`src/rtl/seg7_ctrl_pkg.sv`:
```
// Shared types and constants for the 7-segment
// counter sequencing controller.
package seg7_ctrl_pkg;

    localparam int STEP_W = 5;
    localparam int MEM_W  = 7;

    localparam logic [STEP_W-1:0] STEP_MIN = 5'd1;
    localparam logic [STEP_W-1:0] STEP_MAX = 5'd31;

    typedef enum logic [1:0] {
        SET,
        RUN,
        PAUSE
    } ctrl_state_t;

endpackage

```
`src/rtl/seg7_count_ctrl_if.sv`:
```
// Operator keys in, step/count/status out, between
// the key panel and the counter controller.
interface seg7_count_ctrl_if;
    import seg7_ctrl_pkg::*;

    logic              key_inc;
    logic              key_dec;
    logic              key_start;
    logic              key_pause;
    logic              key_stop;
    logic [STEP_W-1:0] counter_settings;
    logic [MEM_W-1:0]  memory;
    logic              run;
    logic              paused;
    logic              wrap_pulse;

    modport master (
        output key_inc, key_dec, key_start,
        output key_pause, key_stop,
        input  counter_settings, memory,
        input  run, paused, wrap_pulse
    );

    modport slave (
        input  key_inc, key_dec, key_start,
        input  key_pause, key_stop,
        output counter_settings, memory,
        output run, paused, wrap_pulse
    );

endinterface

```
`src/rtl/key_sync_edge.sv`:
```
// Two-flop key synchronizer with a one-cycle
// rising-edge pulse; a key held through reset is not a press.
module key_sync_edge (
    input  logic clock,
    input  logic reset,
    input  logic key,
    output logic rise
);

    logic       s1;
    logic       s2;
    logic       prev;
    logic [1:0] fill;

    // Sync chain; prev stays high until s2 holds a real sample.
    always_ff @(posedge clock or negedge reset) begin
        if (!reset) begin
            s1   <= 1'b0;
            s2   <= 1'b0;
            prev <= 1'b1;
            fill <= 2'b00;
        end else begin
            s1   <= key;
            s2   <= s1;
            fill <= {fill[0], 1'b1};
            prev <= fill[1] ? s2 : 1'b1;
        end
    end

    assign rise = s2 & ~prev & fill[1];

endmodule

```
`src/rtl/seg7_count_ctrl.sv`:
```
// Step/accumulate sequencer: SET/RUN/PAUSE FSM,
// step register, tick prescaler and wrapping accumulator.
module seg7_count_ctrl
    import seg7_ctrl_pkg::*;
#(
    parameter int TICK_DIV = 50_000_000,
    parameter int MEM_MAX  = 99
) (
    input  logic clock,
    input  logic reset,
    seg7_count_ctrl_if.slave bus
);

    localparam int PW = $clog2(TICK_DIV);
    localparam logic [PW-1:0] PRE_LAST = PW'(TICK_DIV - 1);
    localparam logic [7:0] SUM_MAX  = 8'(MEM_MAX);
    localparam logic [7:0] WRAP_SUB = 8'(MEM_MAX + 1);

    logic inc_e;
    logic dec_e;
    logic start_e;
    logic pause_e;
    logic stop_e;

    key_sync_edge u_inc (
        .clock(clock), .reset(reset),
        .key(bus.key_inc), .rise(inc_e)
    );
    key_sync_edge u_dec (
        .clock(clock), .reset(reset),
        .key(bus.key_dec), .rise(dec_e)
    );
    key_sync_edge u_start (
        .clock(clock), .reset(reset),
        .key(bus.key_start), .rise(start_e)
    );
    key_sync_edge u_pause (
        .clock(clock), .reset(reset),
        .key(bus.key_pause), .rise(pause_e)
    );
    key_sync_edge u_stop (
        .clock(clock), .reset(reset),
        .key(bus.key_stop), .rise(stop_e)
    );

    ctrl_state_t       state_q;
    ctrl_state_t       state_n;
    logic [STEP_W-1:0] step_q;
    logic [STEP_W-1:0] step_n;
    logic [MEM_W-1:0]  mem_q;
    logic [MEM_W-1:0]  mem_n;
    logic [PW-1:0]     presc_q;
    logic [PW-1:0]     presc_n;
    logic              wrap_q;
    logic              wrap_n;
    logic              run_q;
    logic              paused_q;
    logic              tick;
    logic [7:0]        sum;

    // All state and registered outputs advance together.
    always_ff @(posedge clock or negedge reset) begin
        if (!reset) begin
            state_q  <= SET;
            step_q   <= STEP_MIN;
            mem_q    <= '0;
            presc_q  <= '0;
            wrap_q   <= 1'b0;
            run_q    <= 1'b0;
            paused_q <= 1'b0;
        end else begin
            state_q  <= state_n;
            step_q   <= step_n;
            mem_q    <= mem_n;
            presc_q  <= presc_n;
            wrap_q   <= wrap_n;
            run_q    <= (state_n != SET);
            paused_q <= (state_n == PAUSE);
        end
    end

    // Next state; key priority is stop > start > pause > inc/dec.
    always_comb begin
        state_n = state_q;
        step_n  = step_q;
        mem_n   = mem_q;
        presc_n = presc_q;
        wrap_n  = 1'b0;
        tick    = 1'b0;
        sum     = {1'b0, mem_q} + {3'b000, step_q};
        unique case (state_q)
            SET: begin
                if (stop_e) begin
                    state_n = SET;
                end else if (start_e) begin
                    mem_n   = '0;
                    presc_n = '0;
                    state_n = RUN;
                end else if (!pause_e) begin
                    if (inc_e && !dec_e && step_q != STEP_MAX)
                        step_n = step_q + 5'd1;
                    else if (dec_e && !inc_e && step_q != STEP_MIN)
                        step_n = step_q - 5'd1;
                end
            end
            RUN: begin
                tick    = (presc_q == PRE_LAST);
                presc_n = tick ? '0 : presc_q + PW'(1);
                if (tick) begin
                    if (sum > SUM_MAX) begin
                        mem_n  = MEM_W'(sum - WRAP_SUB);
                        wrap_n = 1'b1;
                    end else begin
                        mem_n  = MEM_W'(sum);
                    end
                end
                if (stop_e)
                    state_n = SET;
                else if (!start_e && pause_e)
                    state_n = PAUSE;
            end
            PAUSE: begin
                if (stop_e)
                    state_n = SET;
                else if (!start_e && pause_e)
                    state_n = RUN;
            end
            default: state_n = SET;
        endcase
    end

    assign bus.counter_settings = step_q;
    assign bus.memory           = mem_q;
    assign bus.run              = run_q;
    assign bus.paused           = paused_q;
    assign bus.wrap_pulse       = wrap_q;

endmodule

```
`src/flat_wrapper.sv`:
```
// flat-port wrapper written by rule: the top's interface ports become plain ports
module seg7_count_ctrl_flat import seg7_ctrl_pkg::*;
#(
    parameter int TICK_DIV = 50_000_000,
    parameter int MEM_MAX  = 99
)
  (clock, reset, bus_key_inc, bus_key_dec, bus_key_start, bus_key_pause, bus_key_stop, bus_counter_settings, bus_memory, bus_run, bus_paused, bus_wrap_pulse);
  seg7_count_ctrl_if bus_i ();
  input  logic clock;
  input  logic reset;
  input wire logic [$bits(bus_i.key_inc)-1:0] bus_key_inc;
  input wire logic [$bits(bus_i.key_dec)-1:0] bus_key_dec;
  input wire logic [$bits(bus_i.key_start)-1:0] bus_key_start;
  input wire logic [$bits(bus_i.key_pause)-1:0] bus_key_pause;
  input wire logic [$bits(bus_i.key_stop)-1:0] bus_key_stop;
  output wire logic [$bits(bus_i.counter_settings)-1:0] bus_counter_settings;
  output wire logic [$bits(bus_i.memory)-1:0] bus_memory;
  output wire logic [$bits(bus_i.run)-1:0] bus_run;
  output wire logic [$bits(bus_i.paused)-1:0] bus_paused;
  output wire logic [$bits(bus_i.wrap_pulse)-1:0] bus_wrap_pulse;
  assign bus_i.key_inc = bus_key_inc;
  assign bus_i.key_dec = bus_key_dec;
  assign bus_i.key_start = bus_key_start;
  assign bus_i.key_pause = bus_key_pause;
  assign bus_i.key_stop = bus_key_stop;
  assign bus_counter_settings = bus_i.counter_settings;
  assign bus_memory = bus_i.memory;
  assign bus_run = bus_i.run;
  assign bus_paused = bus_i.paused;
  assign bus_wrap_pulse = bus_i.wrap_pulse;
  seg7_count_ctrl #(.TICK_DIV(TICK_DIV), .MEM_MAX(MEM_MAX)) u_core (.clock(clock), .reset(reset), .bus(bus_i));
endmodule
```
`config.mk`:
```
export PLATFORM = sky130hd
export DESIGN_NAME = seg7_count_ctrl_flat
export DESIGN_NICKNAME = d
export VERILOG_FILES = /design/src/rtl/seg7_ctrl_pkg.sv /design/src/rtl/seg7_count_ctrl_if.sv /design/src/rtl/key_sync_edge.sv /design/src/rtl/seg7_count_ctrl.sv /design/src/flat_wrapper.sv
export SDC_FILE = /design/constraint.sdc
export NUM_CORES = 1
export LEC_CHECK = 0
export CAP_MARGIN = 20
export CORE_MARGIN = 5
export CORE_UTILIZATION = 63
export DETAILED_ROUTE_END_ITERATION = 8
export GPL_TIMING_DRIVEN = 0
export PLACE_DENSITY = 0.85
export SYNTH_ARGS = -nofsm -noshare
export SYNTH_HDL_FRONTEND = slang
export SYNTH_SLANG_ARGS = --single-unit
export TNS_END_PERCENT = 5
```
`constraint.sdc`:
```
create_clock -name clock -period 5.9 [get_ports clock]
set_input_delay 0.59 -clock clock [delete_from_list [all_inputs] [get_ports clock]]
set_output_delay 0.59 -clock clock [all_outputs]
set_load 0.02 [all_outputs]
```
==> impl_metrics.json <==
{
  "r2r_start": "u_core.bus.counter_settings[1]$_DFFE_PN0P_",
  "grt_max_degree": 43,
  "layout_commonest_cell": "dfrtp_1",
  "yosys.area_share.simple_pct": 23.9,
  "cts_max_path_buffers": 2,
  "drtPass1Iterations": 4,
  "area_growth_pct": 15.7,
  "hold_viol_final": 0,
  "irDropWorstVdd_mv": 0.242,
  "placed_area_mm2": 0.00347,
  "drtAntennaViolNets": 0,
  "synthAdderAreaFrac_pct": 4.99,
  "netlist_area_mm2": 0.00316,
  "crit_path_end_kind": "flop",
  "skew_ns": 0.00690,
  "synth-seq-cells": 60,
  "p_leak_nw": 1.65,
  "fill_cells": 327,
  "coreArea_mm2": 0.00479,
  "async_flop_share_pct": 100,
  "status": "complete, no violations",
  "final_util_pct": 76.3,
  "final_net_count": 361,
  "ys_seq_area_share_pct": 47.8,
  "r2r-end": "u_core.bus.memory[3]$_DFFE_PN0P_",
  "avgSynthCellArea_um2": 10.2,
  "synth_edf_count": 0,
  "cp-start-kind": "flop",
  "synth_fp_nets": 328,
  "fin_cells": 414,
  "drive_above_1_share_pct": 12.7,
  "rsz0062_at_grt": "false",
  "die-area_mm2": 0.00653,
  "slew_viol_final": 0,
  "timing.final.crit_share_pct": 51.3,
  "tritoncts": "yes",
  "critPathRequiredTime_ns": 6.13,
  "numCtsBuffers": 9,
  "hold_buffers": 0,
  "setup_viol": 0,
  "clockRootBuffer": "clkbuf_8",
  "synth.distinct_cells": 59,
  "globalplace.congestion": 0.910,
  "layout_common_cells": "54 x dfrtp_1, 31 x nand2_1, 28 x nor2_1, 20 x clkdlybuf4s50_1, 18 x xor2_1",
  "avgViaCountPerCell": 5.78,
  "synth_top_family_by_area": "simple AND/OR/NAND/NOR gates",
  "drtIter0Drc": 172,
  "vias": 2393,
  "wirelength_mm": 6.12,
  "crit_type": "flop to flop",
  "drv_cap": 0,
  "post_cts_resized": 0,
  "regToRegSetupSlack_ns": 2.87,
  "synthXorXnorAreaFrac_pct": 7.21,
  "dp.cells": 398,
  "antenna_found_initial": 0,
  "post-route-drc-count": 0,
  "wl_per_cell_um": 14.8,
  "io_pins": 22,
  "period_minus_slack_ns": 3.03,
  "cts.sinks": 60,
  "antenna_cells": 0,
  "grt_pass1_wl_mm": 11.4,
  "grt_usage_pct": 23.0,
  "insertion_delay_ns": 0.34,
  "die_x_um": 80.8,
  "tns_ns": 0,
  "dpl.hpwl_mm": 4.38,
  "synth_compound_gate_area_share_pct": 11.9,
  "max_freq_mhz": 330,
  "ys.flop_type": "dfrtp_1",
  "gr-total-overflow": 0,
  "cts_max_level": 3,
  "muxShareOfSynthArea_pct": 1.43,
  "worstPathArrival_ns": 3.26,
  "cts.clk_slew.worst_paths_ns": 0.07,
  "die_y_um": 80.8,
  "postCtsSetupRepairBufs": 0,
  "synth-warning-count": 0,
  "final_area_mm2": 0.00365,
  "grt_pass1_vias": 2480,
  "syn_inst": 309,
  "initial_core_util_pct": 66.0,
  "reg2regPathDepth": 11,
  "p_per_area_mw_per_mm2": 321,
  "hold_class": "input pin to asynchronous set/reset pin",
  "rows": 25,
  "io_buffers": 21,
  "crit_fanout": 8
}
## cell families (layout without fill, tap and decap cells)
group | after synthesis | in the layout
AOI/OAI and AO/OA | 59 | 59
xor gates and xnor gates | 26 | 26
adders and majority gates | 12 | 12
buffers and inverters | 14 | 52
DFF | 60 | 60
muxes | 4 | 4
other | 1 | 1
and+or+nand+nor | 133 | 133
## sequential cells by signal, indices dropped and copies added, names as in the netlist, 2 cells and up
signal	cells
u_core.bus.counter_settings	5
u_core.bus.memory	7
u_core.presc_q	26
u_core.state_q	2
## power breakdown
part | switching, mW | leakage [nW] | total [mW] | internal [mW]
combinational | 0.176 | 0.779 | 0.317 | 0.141
clock | 0.156 | 0.0982 | 0.340 | 0.184
sequential | 0.0604 | 0.776 | 0.516 | 0.456
## through the flow
step	total power, mW	setup slack (ns)	hold slack [ns]
6_report	1.17	2.87	0.193
2_1_floorplan	0.727	3.14	0.294
4_1_cts	1.18	2.92	0.194
3_5_place_dp	0.837	2.93	0.336
5_1_grt	1.25	2.72	0.213
3_3_place_gp	0.824	2.44	0.332
## how the worst max path moves through the flow
stage	depth (start not counted)	slack, ns	to	from
2_1_floorplan	10	3.14	u_core.bus.memory[3]$_DFFE_PN0P_	u_core.bus.memory[0]$_DFFE_PN0P_
3_3_place_gp	1	2.44	u_core.presc_q[15]$_DFFE_PN0P_	reset
3_5_place_dp	11	2.93	u_core.bus.memory[3]$_DFFE_PN0P_	u_core.bus.counter_settings[1]$_DFFE_PN0P_
4_1_cts	11	2.92	u_core.bus.memory[3]$_DFFE_PN0P_	u_core.bus.counter_settings[1]$_DFFE_PN0P_
5_1_grt	11	2.72	u_core.bus.memory[3]$_DFFE_PN0P_	u_core.bus.counter_settings[1]$_DFFE_PN0P_
6_report	11	2.87	u_core.bus.memory[3]$_DFFE_PN0P_	u_core.bus.counter_settings[1]$_DFFE_PN0P_
## layout make-up
cell class              count  area [µm²]  share of cell area [%]
plain buffers               9        65.1                    1.78
flip-flops and latches     60        1510                    41.3
repair buffers             22         225                    6.16
clock buffers              12         165                    4.52
multi-input cells         235        1560                    42.8
clock inverters             4        22.5                   0.616
well taps                  67        83.8                    2.29
inverters                   5        18.8                   0.514
## Yosys cell counts (6+ instances only)
| library cell | instances | share of area [%] |
|---|---|---|
| o21ai_0 | 7 | 1.1 |
| dfrtp_1 | 54 | 43 |
| nand4_1 | 12 | 2.4 |
| nand3_1 | 7 | 1.1 |
| o21ai_1 | 14 | 2.2 |
| ha_1 | 11 | 4.4 |
| and3_1 | 8 | 1.6 |
| xnor2_1 | 8 | 2.2 |
| a21oi_1 | 13 | 2.1 |
| xor2_1 | 18 | 5.0 |
| nand2_1 | 31 | 3.7 |
| dfstp_2 | 6 | 5.0 |
| nor2_1 | 28 | 3.3 |
## metal layers
layer / vias to the layer above / share of wire (%) / GRT usage (%) / routed length [µm]
li1: 1167 / - / - / -
met1: 1159 / 44 / 30.7 / 2710
met2: 56 / 49 / 36.3 / 3010
met3: 11 / 4.6 / 5.32 / 283
met4: 0 / 2.0 / 10.1 / 122
met5: - / 0 / 0 / 0
## critical path: stages (launching register included)
cell and delay (ns):
dfrtp_1 0.54, ha_1 0.32, a211oi_2 0.27, nor2_1 0.10, xnor2_1 0.32, ha_1 0.29, nand2_1 0.07, mux2_4 0.28
o221ai_2 0.20, nand2_1 0.19, mux2i_1 0.16, a22o_1 0.19
Power figures use the tool's default switching activity.
